$ cat src/rtl/uart_pkg.sv
// Shared types, parity modes and configuration checks for the configurable UART receiver.
package uart_pkg;

    typedef enum logic [2:0] {
        ST_IDLE      = 3'd0,
        ST_START     = 3'd1,
        ST_DATA      = 3'd2,
        ST_PARITY    = 3'd3,
        ST_STOP      = 3'd4,
        ST_WAIT_HIGH = 3'd5
    } state_t;

    localparam logic [1:0] PAR_NONE = 2'b00;
    localparam logic [1:0] PAR_EVEN = 2'b01;
    localparam logic [1:0] PAR_ODD  = 2'b10;

    function automatic bit dbit_legal(input int d);
        return (d >= 5) && (d <= 9);
    endfunction

    function automatic bit ovs_legal(input int o);
        return (o >= 8) && ((o % 2) == 0);
    endfunction

    function automatic bit stop_bits_legal(input int s);
        return (s == 1) || (s == 2);
    endfunction

    // Mode 11 behaves as "no parity".
    function automatic logic par_enabled(input logic [1:0] mode);
        return (mode == PAR_EVEN) || (mode == PAR_ODD);
    endfunction

    function automatic logic majority3(input logic a, input logic b, input logic c);
        return (a & b) | (a & c) | (b & c);
    endfunction

endpackage

$ cat src/rtl/uart_bit_sampler.sv
// Two-flop line synchroniser plus the three-sample majority vote used to resolve each bit.
module uart_bit_sampler
    import uart_pkg::*;
#(
    parameter int OVS = 16,
    parameter int SW  = $clog2(OVS)
) (
    input  logic          clk,
    input  logic          reset,
    input  logic          rx,
    input  logic          tick,
    input  logic [SW-1:0] s,
    output logic          rx_sync,
    output logic          bit_value
);

    localparam logic [SW-1:0] S_SAMP_A = SW'(OVS - 3);
    localparam logic [SW-1:0] S_SAMP_B = SW'(OVS - 2);

    logic rx_meta_p0;
    logic rx_sync_p1;
    logic samp_a;
    logic samp_b;

    // Stage p0 -> p1: synchroniser; the first two votes are captured from p1.
    always_ff @(posedge clk) begin
        if (reset) begin
            rx_meta_p0 <= 1'b1;
            rx_sync_p1 <= 1'b1;
            samp_a     <= 1'b1;
            samp_b     <= 1'b1;
        end else begin
            rx_meta_p0 <= rx;
            rx_sync_p1 <= rx_meta_p0;
            if (tick && (s == S_SAMP_A)) samp_a <= rx_sync_p1;
            if (tick && (s == S_SAMP_B)) samp_b <= rx_sync_p1;
        end
    end

    assign rx_sync   = rx_sync_p1;
    // Third vote is the live sample taken on the resolving tick.
    assign bit_value = majority3(samp_a, samp_b, rx_sync_p1);

endmodule

$ cat src/rtl/uart_rx_cfg.sv
// Configurable UART receiver: DBIT data bits, runtime parity, STOP_BITS stop bits,
// OVS-times oversampling with majority-voted bits and parity/framing/break reporting.
module uart_rx_cfg
    import uart_pkg::*;
#(
    parameter int DBIT      = 8,
    parameter int OVS       = 16,
    parameter int STOP_BITS = 1
) (
    input  logic            i_clk,
    input  logic            i_reset,
    input  logic            i_rx,
    input  logic            i_s_tick,
    input  logic [1:0]      i_par_mode,
    output logic            o_rx_done_tick,
    output logic [DBIT-1:0] o_dout,
    output logic            o_parity_err,
    output logic            o_frame_err,
    output logic            o_break
);

    localparam int SW = $clog2(OVS);
    localparam int NW = $clog2(DBIT);

    localparam logic [SW-1:0] S_MID     = SW'(OVS / 2 - 1);
    localparam logic [SW-1:0] S_LAST    = SW'(OVS - 1);
    localparam logic [NW-1:0] N_LAST    = NW'(DBIT - 1);
    localparam logic [NW-1:0] STOP_LAST = NW'(STOP_BITS - 1);

    if (!dbit_legal(DBIT)) begin : g_bad_dbit
        $error("uart_rx_cfg: DBIT must be in 5..9");
    end
    if (!ovs_legal(OVS)) begin : g_bad_ovs
        $error("uart_rx_cfg: OVS must be even and >= 8");
    end
    if (!stop_bits_legal(STOP_BITS)) begin : g_bad_stop
        $error("uart_rx_cfg: STOP_BITS must be 1 or 2");
    end

    logic rx_sync;
    logic bit_value;

    state_t          state_q,    state_d;
    logic [SW-1:0]   s_q,        s_d;
    logic [NW-1:0]   n_q,        n_d;
    logic [DBIT-1:0] shift_q,    shift_d;
    logic [1:0]      mode_q,     mode_d;
    logic            pbit_q,     pbit_d;
    logic            perr_q,     perr_d;
    logic            ferr_q,     ferr_d;
    logic            stop_one_q, stop_one_d;
    logic            done_q,     done_d;
    logic [DBIT-1:0] dout_q,     dout_d;
    logic            perr_out_q, perr_out_d;
    logic            ferr_out_q, ferr_out_d;
    logic            brk_q,      brk_d;
    logic            ferr_now;
    logic            stop_one_now;

    uart_bit_sampler #(
        .OVS (OVS),
        .SW  (SW)
    ) u_sampler (
        .clk       (i_clk),
        .reset     (i_reset),
        .rx        (i_rx),
        .tick      (i_s_tick),
        .s         (s_q),
        .rx_sync   (rx_sync),
        .bit_value (bit_value)
    );

    always_ff @(posedge i_clk) begin
        if (i_reset) begin
            state_q    <= ST_IDLE;
            s_q        <= '0;
            n_q        <= '0;
            shift_q    <= '0;
            mode_q     <= PAR_NONE;
            pbit_q     <= 1'b0;
            perr_q     <= 1'b0;
            ferr_q     <= 1'b0;
            stop_one_q <= 1'b0;
            done_q     <= 1'b0;
            dout_q     <= '0;
            perr_out_q <= 1'b0;
            ferr_out_q <= 1'b0;
            brk_q      <= 1'b0;
        end else begin
            state_q    <= state_d;
            s_q        <= s_d;
            n_q        <= n_d;
            shift_q    <= shift_d;
            mode_q     <= mode_d;
            pbit_q     <= pbit_d;
            perr_q     <= perr_d;
            ferr_q     <= ferr_d;
            stop_one_q <= stop_one_d;
            done_q     <= done_d;
            dout_q     <= dout_d;
            perr_out_q <= perr_out_d;
            ferr_out_q <= ferr_out_d;
            brk_q      <= brk_d;
        end
    end

    always_comb begin
        state_d      = state_q;
        s_d          = s_q;
        n_d          = n_q;
        shift_d      = shift_q;
        mode_d       = mode_q;
        pbit_d       = pbit_q;
        perr_d       = perr_q;
        ferr_d       = ferr_q;
        stop_one_d   = stop_one_q;
        done_d       = 1'b0;
        dout_d       = dout_q;
        perr_out_d   = perr_out_q;
        ferr_out_d   = ferr_out_q;
        brk_d        = brk_q;
        ferr_now     = ferr_q | ~bit_value;
        stop_one_now = stop_one_q | bit_value;

        case (state_q)
            ST_IDLE: begin
                // Ticks are deliberately ignored here; the count starts from the edge.
                if (!rx_sync) begin
                    state_d    = ST_START;
                    s_d        = '0;
                    mode_d     = i_par_mode;
                    pbit_d     = 1'b0;
                    perr_d     = 1'b0;
                    ferr_d     = 1'b0;
                    stop_one_d = 1'b0;
                end
            end

            ST_START: begin
                if (i_s_tick) begin
                    if (s_q == S_MID) begin
                        s_d     = '0;
                        n_d     = '0;
                        state_d = rx_sync ? ST_IDLE : ST_DATA;
                    end else begin
                        s_d = s_q + SW'(1);
                    end
                end
            end

            ST_DATA: begin
                if (i_s_tick) begin
                    if (s_q == S_LAST) begin
                        s_d     = '0;
                        shift_d = {bit_value, shift_q[DBIT-1:1]};
                        if (n_q == N_LAST) begin
                            n_d     = '0;
                            state_d = par_enabled(mode_q) ? ST_PARITY : ST_STOP;
                        end else begin
                            n_d = n_q + NW'(1);
                        end
                    end else begin
                        s_d = s_q + SW'(1);
                    end
                end
            end

            ST_PARITY: begin
                if (i_s_tick) begin
                    if (s_q == S_LAST) begin
                        s_d     = '0;
                        pbit_d  = bit_value;
                        perr_d  = (mode_q == PAR_EVEN) ? (^shift_q ^ bit_value)
                                                       : ~(^shift_q ^ bit_value);
                        state_d = ST_STOP;
                    end else begin
                        s_d = s_q + SW'(1);
                    end
                end
            end

            ST_STOP: begin
                if (i_s_tick) begin
                    if (s_q == S_LAST) begin
                        s_d = '0;
                        if (n_q == STOP_LAST) begin
                            n_d        = '0;
                            done_d     = 1'b1;
                            dout_d     = shift_q;
                            perr_out_d = perr_q;
                            ferr_out_d = ferr_now;
                            brk_d      = (shift_q == '0) && !pbit_q && !stop_one_now;
                            state_d    = ferr_now ? ST_WAIT_HIGH : ST_IDLE;
                        end else begin
                            n_d        = n_q + NW'(1);
                            ferr_d     = ferr_now;
                            stop_one_d = stop_one_now;
                        end
                    end else begin
                        s_d = s_q + SW'(1);
                    end
                end
            end

            ST_WAIT_HIGH: begin
                // A held-low line must go idle before another start is accepted.
                if (rx_sync) state_d = ST_IDLE;
            end

            default: state_d = ST_IDLE;
        endcase
    end

    assign o_rx_done_tick = done_q;
    assign o_dout         = dout_q;
    assign o_parity_err   = perr_out_q;
    assign o_frame_err    = ferr_out_q;
    assign o_break        = brk_q;

endmodule

$ cat config.mk
export PLATFORM = sky130hd
export DESIGN_NAME = uart_rx_cfg
export DESIGN_NICKNAME = d
export VERILOG_FILES = /design/src/rtl/uart_pkg.sv /design/src/rtl/uart_bit_sampler.sv /design/src/rtl/uart_rx_cfg.sv
export SDC_FILE = /design/constraint.sdc
export NUM_CORES = 1
export LEC_CHECK = 0
export BUFFER_PORTS_ARGS = -buffer_cell sky130_fd_sc_hd__buf_2
export CORE_UTILIZATION = 40
export CTS_BUF_LIST = sky130_fd_sc_hd__clkbuf_16
export CTS_CLUSTER_SIZE = 30
export DETAILED_ROUTE_END_ITERATION = 8
export MAX_ROUTING_LAYER = met4
export PLACE_DENSITY_LB_ADDON = 0.12
export SYNTH_ARGS = -nofsm -noshare
export SYNTH_HDL_FRONTEND = slang
export SYNTH_SLANG_ARGS = --single-unit
$ cat constraint.sdc
create_clock -name i_clk -period 2.3 [get_ports i_clk]
set_input_delay 0.23 -clock i_clk [delete_from_list [all_inputs] [get_ports i_clk]]
set_output_delay 0.23 -clock i_clk [all_outputs]
set_load 0.01 [all_outputs]
Word-level counts from Yosys, hierarchy flattened. Index checks and enable logic that the tools add are counted.

Output and inout port bits: 12. Word-level logic and storage cells: 133. Register bits: 40. Bits of input ports: 6.

Reductions and logical operators: 25. Equality and inequality tests: 26. Bitwise operators: 14. $add $sub $neg: 2. Muxes and demuxes: 48.

Operators by type and width (number): $mux 3 (22); $ne 2x2->1 const B (12); $mux 4 (5); $pmux 3 s6 (1); $mux 1 (13); $eq 4x4->1 const B (3); $pmux 4 s3 (1); $reduce_and 12->1 (1); $reduce_and 4->1 (3); $eq 3x3->1 const B (3); $pmux 3 s3 (1); $logic_not 8->1 (1); $pmux 1 s2 (4); $reduce_xor 8->1 (1); $reduce_and 7->1 (1); $eq 3x2->1 const B (2); $logic_not 3->1 (2); $not 1->1 (6); $reduce_bool 3->1 (2); $reduce_and 5->1 (1); $add 4x1->4 const B (1); $eq 4x3->1 const B (1); $logic_and 1x1->1 (4); $ne 2x1->1 const B (2); 15 further kinds (22).

Depth between registers and ports, before layout. Gate-level depths: netlist of the first run.

Word-level depth: 10. Mapped depth: 8. Mapped depth without buffers: 7.

By module. From an unflattened synthesis of the first run, not the netlist that was laid out.

Cells, all modules: 249. Area, all modules: 2069.5 sq um.

Modules (own cells, without submodules): uart_rx_cfg (sequential area each 720.7 sq um, instances 1, cells an instance 234, area an instance 1900.6 sq um); uart_bit_sampler (sequential area each 80.1 sq um, instances 1, cells an instance 15, area an instance 168.9 sq um).

Worst setup path before layout of the first run. Ideal clock, no wire load.

Kind: reg2reg. Start point: reg s_q[0]. End point: reg s_q[3]. Period minus slack after synthesis: 1824 ps. Required time: 2229 ps. Slack: 476 ps. Path buffers: 0. Stages on the path, launching flop included: 7. Arrival: 1754 ps. Setup time: 71 ps. Cells stage by stage: dfxtp_1 ha_1 nor4bb_1 o21a_1 or2_1 or4_1 a21oi_1.

Word-level cells in the longest chain between the ends: 4. Elaborated cells between the ends (all ways): 8. Those cells by class: add/sub: 1; eq/ne: 2; mux: 5.

RTL lines: start, declared (RTL line uart_rx_cfg.sv:44) `logic [SW-1:0] s_q, s_d;`; start signal, assigned (RTL line uart_rx_cfg.sv:76) `s_q <= '0;`; start signal, assigned (RTL line uart_rx_cfg.sv:91) `s_q <= s_d;`; $add 4x1->4 (tied with other cells); $mux 4, on equally long branches; $mux 4, on equally long branches (RTL line uart_rx_cfg.sv:169, uart_rx_cfg.sv:140); $pmux 4 s3 (*) (RTL line uart_rx_cfg.sv:125) `case (state_q)`.

Every way passes the cells marked *; elsewhere a longest branch is shown, timed or not. The select of a mux whose other input is x is not followed. A chain may end at the register's enable or synchronous reset.

Worst setup path in the final report of the first run. Ends and elaborated chain as after synthesis.

==> results of run 1 <==
## power breakdown
| group | total [mW] | internal, mW | switching, mW |
|---|---|---|---|
| Clock | 0.794 | 0.510 | 0.284 |
| Combinational | 0.345 | 0.145 | 0.200 |
| Sequential | 0.781 | 0.719 | 0.0624 |
## cells by family (layout without fill, tap and decap cells)
kind of cell             count (synthesis)  after routing  synth area share, %
flip-flops                              40             40                 39.8
AND/OR/NAND/NOR                        106            106                 25.5
AO/OA/AOI/OAI                           55             55                 17.1
buffers and inverters                   32             46                 6.65
adder cells (fa/ha/maj)                 12             12                 7.33
XOR/XNOR                                 5              5                 2.18
multiplexers                             3              3                 1.49
## registers in the layout, summed over array words and instances, names as in the netlist, 2 cells and up
name	flops
state_q	3
n_q	3
shift_q	8
s_q	4
mode_q	2
o_dout	8
## worst max-delay path, cell delays in order, from the launching register on
cell and delay [ns]:
dfxtp_1 0.35, ha_1 0.28, nor4bb_1 0.18, o21a_1 0.22, or2_1 0.23, or4_1 0.50, a21oi_1 0.14
## layout make-up
class / count / area, um2
well taps: 67 / 83.8
flip-flops and latches: 40 / 801
multi-input cells: 181 / 1080
repair buffers: 20 / 108
clock inverters: 3 / 42.5
inverters: 18 / 67.6
fillers: 485 / 2480
clock buffers: 5 / 125
## how the worst min path moves through the flow
| stage | from | endpoint | depth (start not counted) |
|---|---|---|---|
| finish | i_rx | u_sampler.rx_meta_p0$_SDFF_PP1_ | 2 |
| global route | i_rx | u_sampler.rx_meta_p0$_SDFF_PP1_ | 2 |
| CTS | i_rx | u_sampler.rx_meta_p0$_SDFF_PP1_ | 2 |
| detailed placement | u_sampler.rx_meta_p0$_SDFF_PP1_ | u_sampler.rx_sync$_SDFF_PP1_ | 1 |
| global placement | u_sampler.rx_meta_p0$_SDFF_PP1_ | u_sampler.rx_sync$_SDFF_PP1_ | 1 |
| floorplan | i_rx | u_sampler.rx_meta_p0$_SDFF_PP1_ | 1 |
## stage by stage
stage	cell area [um2]	util, %
6_report	2310	48.2
5_1_grt	2310	48.2
4_1_cts	2310	48.2
3_5_place_dp	2140	44.7
3_3_place_gp	2140	44.7
2_1_floorplan	2010	-
## synthesized netlist by cell type, types with 2 or more instances
master	n	area share [%]
inv_1	18	3.4
or2_2	4	1.2
nor2b_1	3	0.93
nor3_1	6	1.5
o31ai_1	3	1.1
ha_1	11	6.8
nor2_1	51	9.5
nand2b_1	2	0.62
o21ai_0	7	1.7
dfxtp_1	40	40
o211ai_1	2	0.75
mux2i_1	3	1.5
nor3b_1	2	0.75
a211o_1	2	0.87
nand3_1	6	1.5
or3_1	2	0.62
clkbuf_1	10	1.9
buf_2	2	0.50
o21a_1	3	1.1
a21oi_1	29	7.2
nand2_1	12	2.2
or4_1	3	1.1
nand4_1	7	2.2
xnor2_1	4	1.7
nor4bb_1	2	0.99
## routing by layer
metal	vias up	track usage, %
li1	894	-
met1	751	25.7
met2	44	23.2
met3	8	3.31
met4	0	9.80
met5	-	-
==> summary.md, run 1 <==
| Metric | Value |
|---|---|
| Status | complete, no violations |
| Final setup margin | 0.324 ns |
| WL met3 | 210 um |
| DIE AREA | 0.00532 mm2 |
| Hpwl dp | 2770 um |
| TNS Setup | 0 ns |
| CTS tree | done |
| Max cap viols | 0 |
| Worst Setup EP | s_q[3]$_SDFFE_PP0P_ |
| CTS Hold Buffers Added | 0 |
| Post-CTS resize count | 0 |
| Flops & latches, synth | 40 |
| Setup CP Type | flip-flop to flip-flop |
| Max-slew violations | 0 |
| Antenna viol nets, final | 0 |
| Post-Synthesis Net Count | 270 |
| Slew HR | 51.7% |
| Die Wd | 72.9 um |
| R2r setup slk | 0.32 ns |
| I/O Pins | 18 |
| Synth Instances | 253 |
| Mapped cell area | 0.00201 mm2 |
| Wl on met1 | 2190 um |
| Final period util | 85.9% |
| Global-route wire length before repair | 7010 um |
| Die outline height | 72.9 um |
| Critical path endpoint category | flip-flop |
| Synth warnings | 0 |
| First-pass DRT Iterations | 4 |
| DR top layer | met4 |
| Wire per inst | 12.1 um |
| FP Rows | 25 |
| WL met2 | 1550 um |
| Initial Util | 42.1% |
| Power Density | 833 mW/mm2 |
| Crit path max fanout | 6 |
| CTS Buf Count | 5 |
| Initial drt markers | 105 |
| Post-route minimum period | 1.98 ns |
| ANT cells | 0 |
| GPL Wtd Cong | 0.840 |
| Sequential share of the synthesized area | 39.8% |
| Global Route Usage Sum | 17.9% |
| CTS Buffer Depth | 2 |
| Most frequent cells in the layout | nor2_1, dfxtp_1, a21oi_1, inv_1, buf_2 |
| Critical path launch point type | flip-flop |
| Clk sink count | 40 |
| Hold WS | 0.122 ns |
| Clock skew | 0.00335 ns |
| Final hold violation count | 0 |
| F_max | 506 MHz |
| Final #Nets | 283 |
| Drt total wl | 4050 um |
| Post-synth top flop | dfxtp_1 |
| CP startpoint | s_q[0]$_SDFFE_PP0P_ |
| Commonest non-fill, non-tap cell in the layout | nor2_1 |
| Placed cell count | 326 |
| Vias per Instance | 5.08 |
| Area of the core | 0.00479 mm2 |
| Min-Delay Path Class | input port to flip-flop |
| Worst r2r src | s_q[0]$_SDFFE_PP0P_ |
| Reg2reg path depth | 6 |
| Setup Slack @ Placement | 0.347 ns |
| Worst EP arrival | 2.19 ns |
| Vias | 1697 |
| Ys async rst share | 0% |
| Layout cells sized above 1 | 12.0% |
| Reg2reg end | s_q[3]$_SDFFE_PP0P_ |
| RSZ-0062 raised after global routing | false |
| Clk Latency, worst-skew pair | 0.28 ns |
| Overflow left after global routing | 0 |
| Syn avg cell area | 7.96 um2 |
| Endpoints failing setup | 0 |
| Max H-tree Level | 2 |
| Synth-to-layout area growth | 14.5% |
| VDD IR-drop max | 569 uV |
| Worst-margin pin slew | 0.724 ns |
| Root buf cell | clkbuf_16 |
| Critical Path RT | 2.51 ns |
| Power Total | 1.92 mW |
| Count of different cell masters after synthesis | 44 |
| Clock-pin slew on the worst setup and hold paths | 0.06 ns |
| DR DRC count | 0 |
| Post-synth EDFFs | 0 |
| Number of global-route vias before repair | 1446 |
| Static leakage | 0.894 nW |
| IO buf count | 17 |
| Largest net degree at the start of global routing | 42 |
| Antenna violations before repair | 0 |
| Non-Filler Instances | 334 |
| Post-CTS Setup Bufs | 0 |
Power figures use the tool's default switching activity.
==> run 2, diff against run 1 <==
Settings changed: CORE_UTILIZATION 40 to 30.
==> run 2 against run 1 <==
  * The flow now finishes with violations (DRC)
  * Core utilization fell by 12 points
  * Register-to-register slack barely moved
  * Sequential share of layout area fell by 0.30 points
  * Die area rose by 32%
  * Final cell count rose by 3.3%
  * Maximum frequency rose by 0.13%
  * Cell area rose by 0.87%
  * Total power rose by 0.68%
  * First-iteration DRC count fell by 41%
  * Critical path type unchanged
==> summary.md, run 2 (same netlist as run 1, synthesis figures left out) <==
| Metric | Value |
|---|---|
| Vias per Instance | 4.92 (-3.2%) |
| CTS Buffer Depth | 2 (unchanged) |
| Post-CTS Setup Bufs | 0 (unchanged) |
| Overflow left after global routing | 0 (unchanged) |
| CTS Hold Buffers Added | 0 (unchanged) |
| Max H-tree Level | 2 (unchanged) |
| DIE AREA | 0.00704 mm2 (+32%) |
| Register Area | 801 um2 (unchanged) |
| CTS tree | done |
| Clock-pin slew on the worst setup and hold paths | 0.06 ns (about the same) |
| DR DRC count | 3 (+3) |
| Antenna viol nets, final | 0 (unchanged) |
| Drt total wl | 4390 um (+8.4%) |
| Post-CTS resize count | 0 (unchanged) |
| Global-route wire length before repair | 7520 um (+7.3%) |
| Slew HR | 65.8% (+14 points) |
| Power Density | 831 mW/mm2 (-0.19%) |
| F_max | 507 MHz (+0.13%) |
| Setup CP Type | flip-flop to flip-flop |
| Max-slew violations | 0 (unchanged) |
| Die outline height | 83.9 um (+15%) |
| Clock skew | 0.00713 ns (+0.00378 ns) |
| Hold Path Origin | i_rx |
| Worst-margin pin slew | 0.513 ns (-0.211 ns) |
| Violated checks | DRC |
| Status | finished with violations |
| Synth-to-layout area growth | 15.5% |
| Final hold violation count | 0 (unchanged) |
| Worst r2r src | s_q[0]$_SDFFE_PP0P_ |
| I/O Pins | 18 (unchanged) |
| GPL Wtd Cong | 0.846 (+0.80%) |
| CTS Buf Count | 5 (unchanged) |
| Clk sink count | 40 (unchanged) |
| Final period util | 85.8% (-0.11 points) |
| Commonest non-fill, non-tap cell in the layout | nor2_1 |
| Most frequent cells in the layout | nor2_1, dfxtp_1, a21oi_1, inv_1, buf_2 |
| FP Rows | 29 (+16%) |
| Max cap viols | 0 (unchanged) |
| Number of global-route vias before repair | 1527 (+5.6%) |
| Power Total | 1.93 mW (+0.68%) |
| VDD IR-drop max | 534 uV (-6.1%) |
| Largest net degree at the start of global routing | 28 (-33%) |
| Min-Delay Path Class | input port to flip-flop |
| Worst EP arrival | 2.19 ns (about the same) |
| Initial drt markers | 62 (-41%) |
| Hpwl dp | 3150 um (+13%) |
| ANT cells | 0 (unchanged) |
| Global Route Usage Sum | 13.9% (-4.0 points) |
| IO buf count | 17 (unchanged) |
| TNS Setup | 0 ns (unchanged) |
| Critical Path RT | 2.51 ns (about the same) |
| CP startpoint | s_q[0]$_SDFFE_PP0P_ |
| Endpoints failing setup | 0 (unchanged) |
| Vias | 1697 (unchanged) |
| Area of the core | 0.00642 mm2 (+34%) |
| Critical path launch point type | flip-flop |
| Final #Nets | 284 (+0.35%) |
| Initial Util | 31.3% (-11 points) |
| Static leakage | 0.899 nW (+0.54%) |
| FILL cells | 660 (+36%) |
| Die Wd | 83.9 um (+15%) |
| Wire per inst | 12.7 um (+4.9%) |
| RSZ-0062 raised after global routing | false |
| Multi-input combinational cell area | 0.00108 mm2 (unchanged) |
| Critical path endpoint category | flip-flop |
| Post-route minimum period | 1.97 ns (-0.00258 ns) |
| Clk Latency, worst-skew pair | 0.28 ns (about the same) |
| Util after Layout | 36.2% (-12 points) |
| First-pass DRT Iterations | 6 (+2) |
| Crit path max fanout | 6 (unchanged) |
| Layout cells sized above 1 | 12.3% (+0.33 points) |
| Root buf cell | clkbuf_16 |
| Antenna violations before repair | 0 (unchanged) |
-- run 2: changes by cell type in the layout (fill, tap and decap cells not counted), sizes merged --
cell  previous run  this run
buf             20        21
-- run 2: path summary, 6_finish.rpt --
| path | end | depth (start not counted) | slack, ns |
|---|---|---|---|
| worst max-delay path | s_q[3]$_SDFFE_PP0P_ | 6 | 0.33 |
| worst min-delay path | u_sampler.rx_meta_p0$_SDFF_PP1_ | 2 | 0.12 |
| worst max register to register | s_q[3]$_SDFFE_PP0P_ | 6 | 0.33 |
| worst min register to register | u_sampler.rx_sync$_SDFF_PP1_ | 1 | 0.41 |
-- run 2: final cells by class --
class / count / share of cell area, %
timing repair buffer: 21 / 4.95
clock inverter: 3 / 1.83
tap: 77 / 4.14
clock buffer: 5 / 5.38
inverter: 18 / 2.90
sequential: 40 / 34.4
multi-input combinational: 181 / 46.4
-- run 2: worst max-delay path, stage by stage, from the launching register on --
cell,delay (ns)
dfxtp_1,0.35
ha_1,0.28
nor4bb_1,0.18
o21a_1,0.22
or2_1,0.24
or4_1,0.50
a21oi_1,0.14
-- run 2: where the power goes --
part	internal (mW)	total (mW)	switching [mW]
clock	0.510	0.798	0.288
sequential	0.719	0.787	0.0685
combinational	0.147	0.348	0.201
total	1.38	1.93	0.558
-- run 2: metrics by stage --
| stage | setup slack (ns) | hold slack (ns) | cells | cell area (um2) |
|---|---|---|---|---|
| after floorplan | 0.476 | 0.334 | 253 | 2010 |
| after global placement | 0.359 | 0.393 | 337 | 2160 |
| after detailed placement | 0.332 | 0.398 | 337 | 2160 |
| after CTS | 0.314 | 0.122 | 345 | 2330 |
| after global routing | 0.206 | 0.130 | 345 | 2330 |
| final | 0.326 | 0.125 | 345 | 2330 |
-- run 2: layer usage --
layer	vias to the layer above	part of all wire (%)	GRT usage (%)
li1	895	-	-
met1	776	54	18.7
met2	20	41	20.4
met3	6	3.3	3.46
met4	0	1.3	4.23
met5	-	0	-
==> run 3, diff against run 2 <==
Settings changed: CORE_UTILIZATION 30 to 51, REMOVE_ABC_BUFFERS set to 1.
==> run 3 against run 2 <==
  * The run now ends clean
  * Combinational power down 1%
  * Sequential power fell by 0.8%
  * First-iteration DRC count up 40%
  * Via count down 0.24%
  * Critical path depth shrank 1
  * Cell area shrank 2.1%
  * Register-to-register slack got worse by 0.05 ns
  * Global-route usage grew 7.4 points
  * Critical path type unchanged
  * Largest power group is now sequential cells
==> summary.md, run 3 (same netlist as run 1, synthesis figures left out) <==
| Metric | Value |
|---|---|
| Status | complete, no violations |
| Power Density | 833 mW/mm2 (+0.19%) |
| Die outline height | 64.8 um (-23%) |
| Critical path endpoint category | flip-flop |
| Global-route wire length before repair | 6620 um (-12%) |
| Final instance area | 0.00228 mm2 (-2.1%) |
| Post-CTS resize count | 0 (unchanged) |
| Slew HR | 51.3% (-15 points) |
| FILL cells | 346 (-48%) |
| Static leakage | 0.891 nW (-0.82%) |
| CTS Buffer Depth | 2 (unchanged) |
| Wire per inst | 12.4 um (-2.8%) |
| IO buf count | 17 (unchanged) |
| Max H-tree Level | 2 (unchanged) |
| Layout cells sized above 1 | 11.6% (-0.70 points) |
| Critical path launch point type | flip-flop |
| Synth-to-layout area growth | 13.1% |
| TNS Setup | 0 ns (unchanged) |
| Area of the core | 0.00372 mm2 (-42%) |
| Overflow left after global routing | 0 (unchanged) |
| DIE AREA | 0.00420 mm2 (-40%) |
| Max-slew violations | 0 (unchanged) |
| Final hold violation count | 0 (unchanged) |
| Largest net degree at the start of global routing | 42 (+50%) |
| Commonest non-fill, non-tap cell in the layout | nor2_1 |
| Most frequent cells in the layout | nor2_1, dfxtp_1, a21oi_1, inv_1, buf_2 |
| Root buf cell | clkbuf_16 |
| DR DRC count | 0 (-3) |
| Util after Layout | 61.3% (+25 points) |
| Hpwl dp | 2640 um (-16%) |
| Worst EP arrival | 2.23 ns (+0.04 ns) |
| CTS tree | done |
| Global Route Usage Sum | 21.3% (+7.4 points) |
| Worst-margin pin slew | 0.731 ns (+0.218 ns) |
| Antenna violations before repair | 0 (unchanged) |
| I/O Pins | 18 (unchanged) |
| Min-Delay Path Class | input port to flip-flop |
| Final period util | 87.8% (+2.0 points) |
| ANT cells | 0 (unchanged) |
| Final #Nets | 283 (-0.35%) |
| Vias per Instance | 5.37 (+9.3%) |
| Initial Util | 54.2% (+23 points) |
| Post-route minimum period | 2.02 ns (+0.0456 ns) |
| Setup CP Type | flip-flop to flip-flop |
| Endpoints failing setup | 0 (unchanged) |
| Cell area after placement | 0.00211 mm2 (-2.0%) |
| CTS Buf Count | 5 (unchanged) |
| VDD IR-drop max | 565 uV (+5.7%) |
| Number of global-route vias before repair | 1446 (-5.3%) |
| Power Total | 1.90 mW (-1.9%) |
| Clock skew | 0.00700 ns (-0.000125 ns) |
| Max cap viols | 0 (unchanged) |
| Crit path max fanout | 20 (+14) |
| Initial drt markers | 87 (+40%) |
| Clock-pin slew on the worst setup and hold paths | 0.06 ns (about the same) |
| Hold WS | 0.136 ns (+0.0110 ns) |
| F_max | 495 MHz (-2.3%) |
| Vias | 1693 (-0.24%) |
| Clk sink count | 40 (unchanged) |
| First-pass DRT Iterations | 4 (-2) |
| Setup Slack @ Placement | 0.310 ns (-0.0221 ns) |
| Antenna viol nets, final | 0 (unchanged) |
| Placed cell count | 307 (-8.9%) |
| Clk Latency, worst-skew pair | 0.28 ns (about the same) |
| RSZ-0062 raised after global routing | false |
| Critical Path RT | 2.51 ns (about the same) |
| Die Wd | 64.8 um (-23%) |
| CTS Hold Buffers Added | 0 (unchanged) |
| Non-Filler Instances | 315 (-8.7%) |
| Post-CTS Setup Bufs | 0 (unchanged) |
| FP Rows | 22 (-24%) |
| Final setup margin | 0.280 ns (-0.0456 ns) |
| GPL Wtd Cong | 0.852 (+0.67%) |
| Drt total wl | 3900 um (-11%) |
==> run 3: cell count changes in the layout (fill, tap and decap cells not counted), sizes merged <==
cell / before / now
buf: 21 / 20
==> run 3: per-layer routing <==
layer	global-route usage [%]	vias up	share of wire, %
met5	-	-	0
li1	-	896	-
met2	30.1	38	42
met4	6.67	0	1.3
met3	6.34	5	5.6
met1	28.9	754	51
==> run 3: worst max-delay path, stage by stage, from the launching register on <==
cell,delay [ns]
dfxtp_1,0.68
or3_1,0.22
o211ai_1,0.12
or2_1,0.28
or4_1,0.50
a21oi_1,0.15
==> run 3: path summary, 6_finish.rpt <==
kind | startpoint | end | slack (ns) | depth (start not counted)
max reg2reg | state_q[0]$_SDFFE_PP0P_ | s_q[3]$_SDFFE_PP0P_ | 0.28 | 5
max | state_q[0]$_SDFFE_PP0P_ | s_q[3]$_SDFFE_PP0P_ | 0.28 | 5
min reg2reg | u_sampler.rx_meta_p0$_SDFF_PP1_ | u_sampler.rx_sync$_SDFF_PP1_ | 0.41 | 1
min | i_rx | u_sampler.rx_meta_p0$_SDFF_PP1_ | 0.14 | 2
==> run 3: cell type report <==
type	instances	area (um2)	area share [%]
Sequential cell	40	801	35.2
Tap cell	48	60.1	2.64
Multi-Input combinational cell	181	1080	47.4
Timing Repair Buffer	20	108	4.73
Inverter	18	67.6	2.97
Clock inverter	3	37.5	1.65
Clock buffer	5	125	5.49
==> run 3: where the power goes <==
| group | switching (mW) | total (mW) | internal [mW] | leakage [nW] |
|---|---|---|---|---|
| logic | 0.198 | 0.344 | 0.146 | 0.489 |
| clock network | 0.267 | 0.771 | 0.504 | 0.0789 |
| registers | 0.0617 | 0.781 | 0.719 | 0.323 |
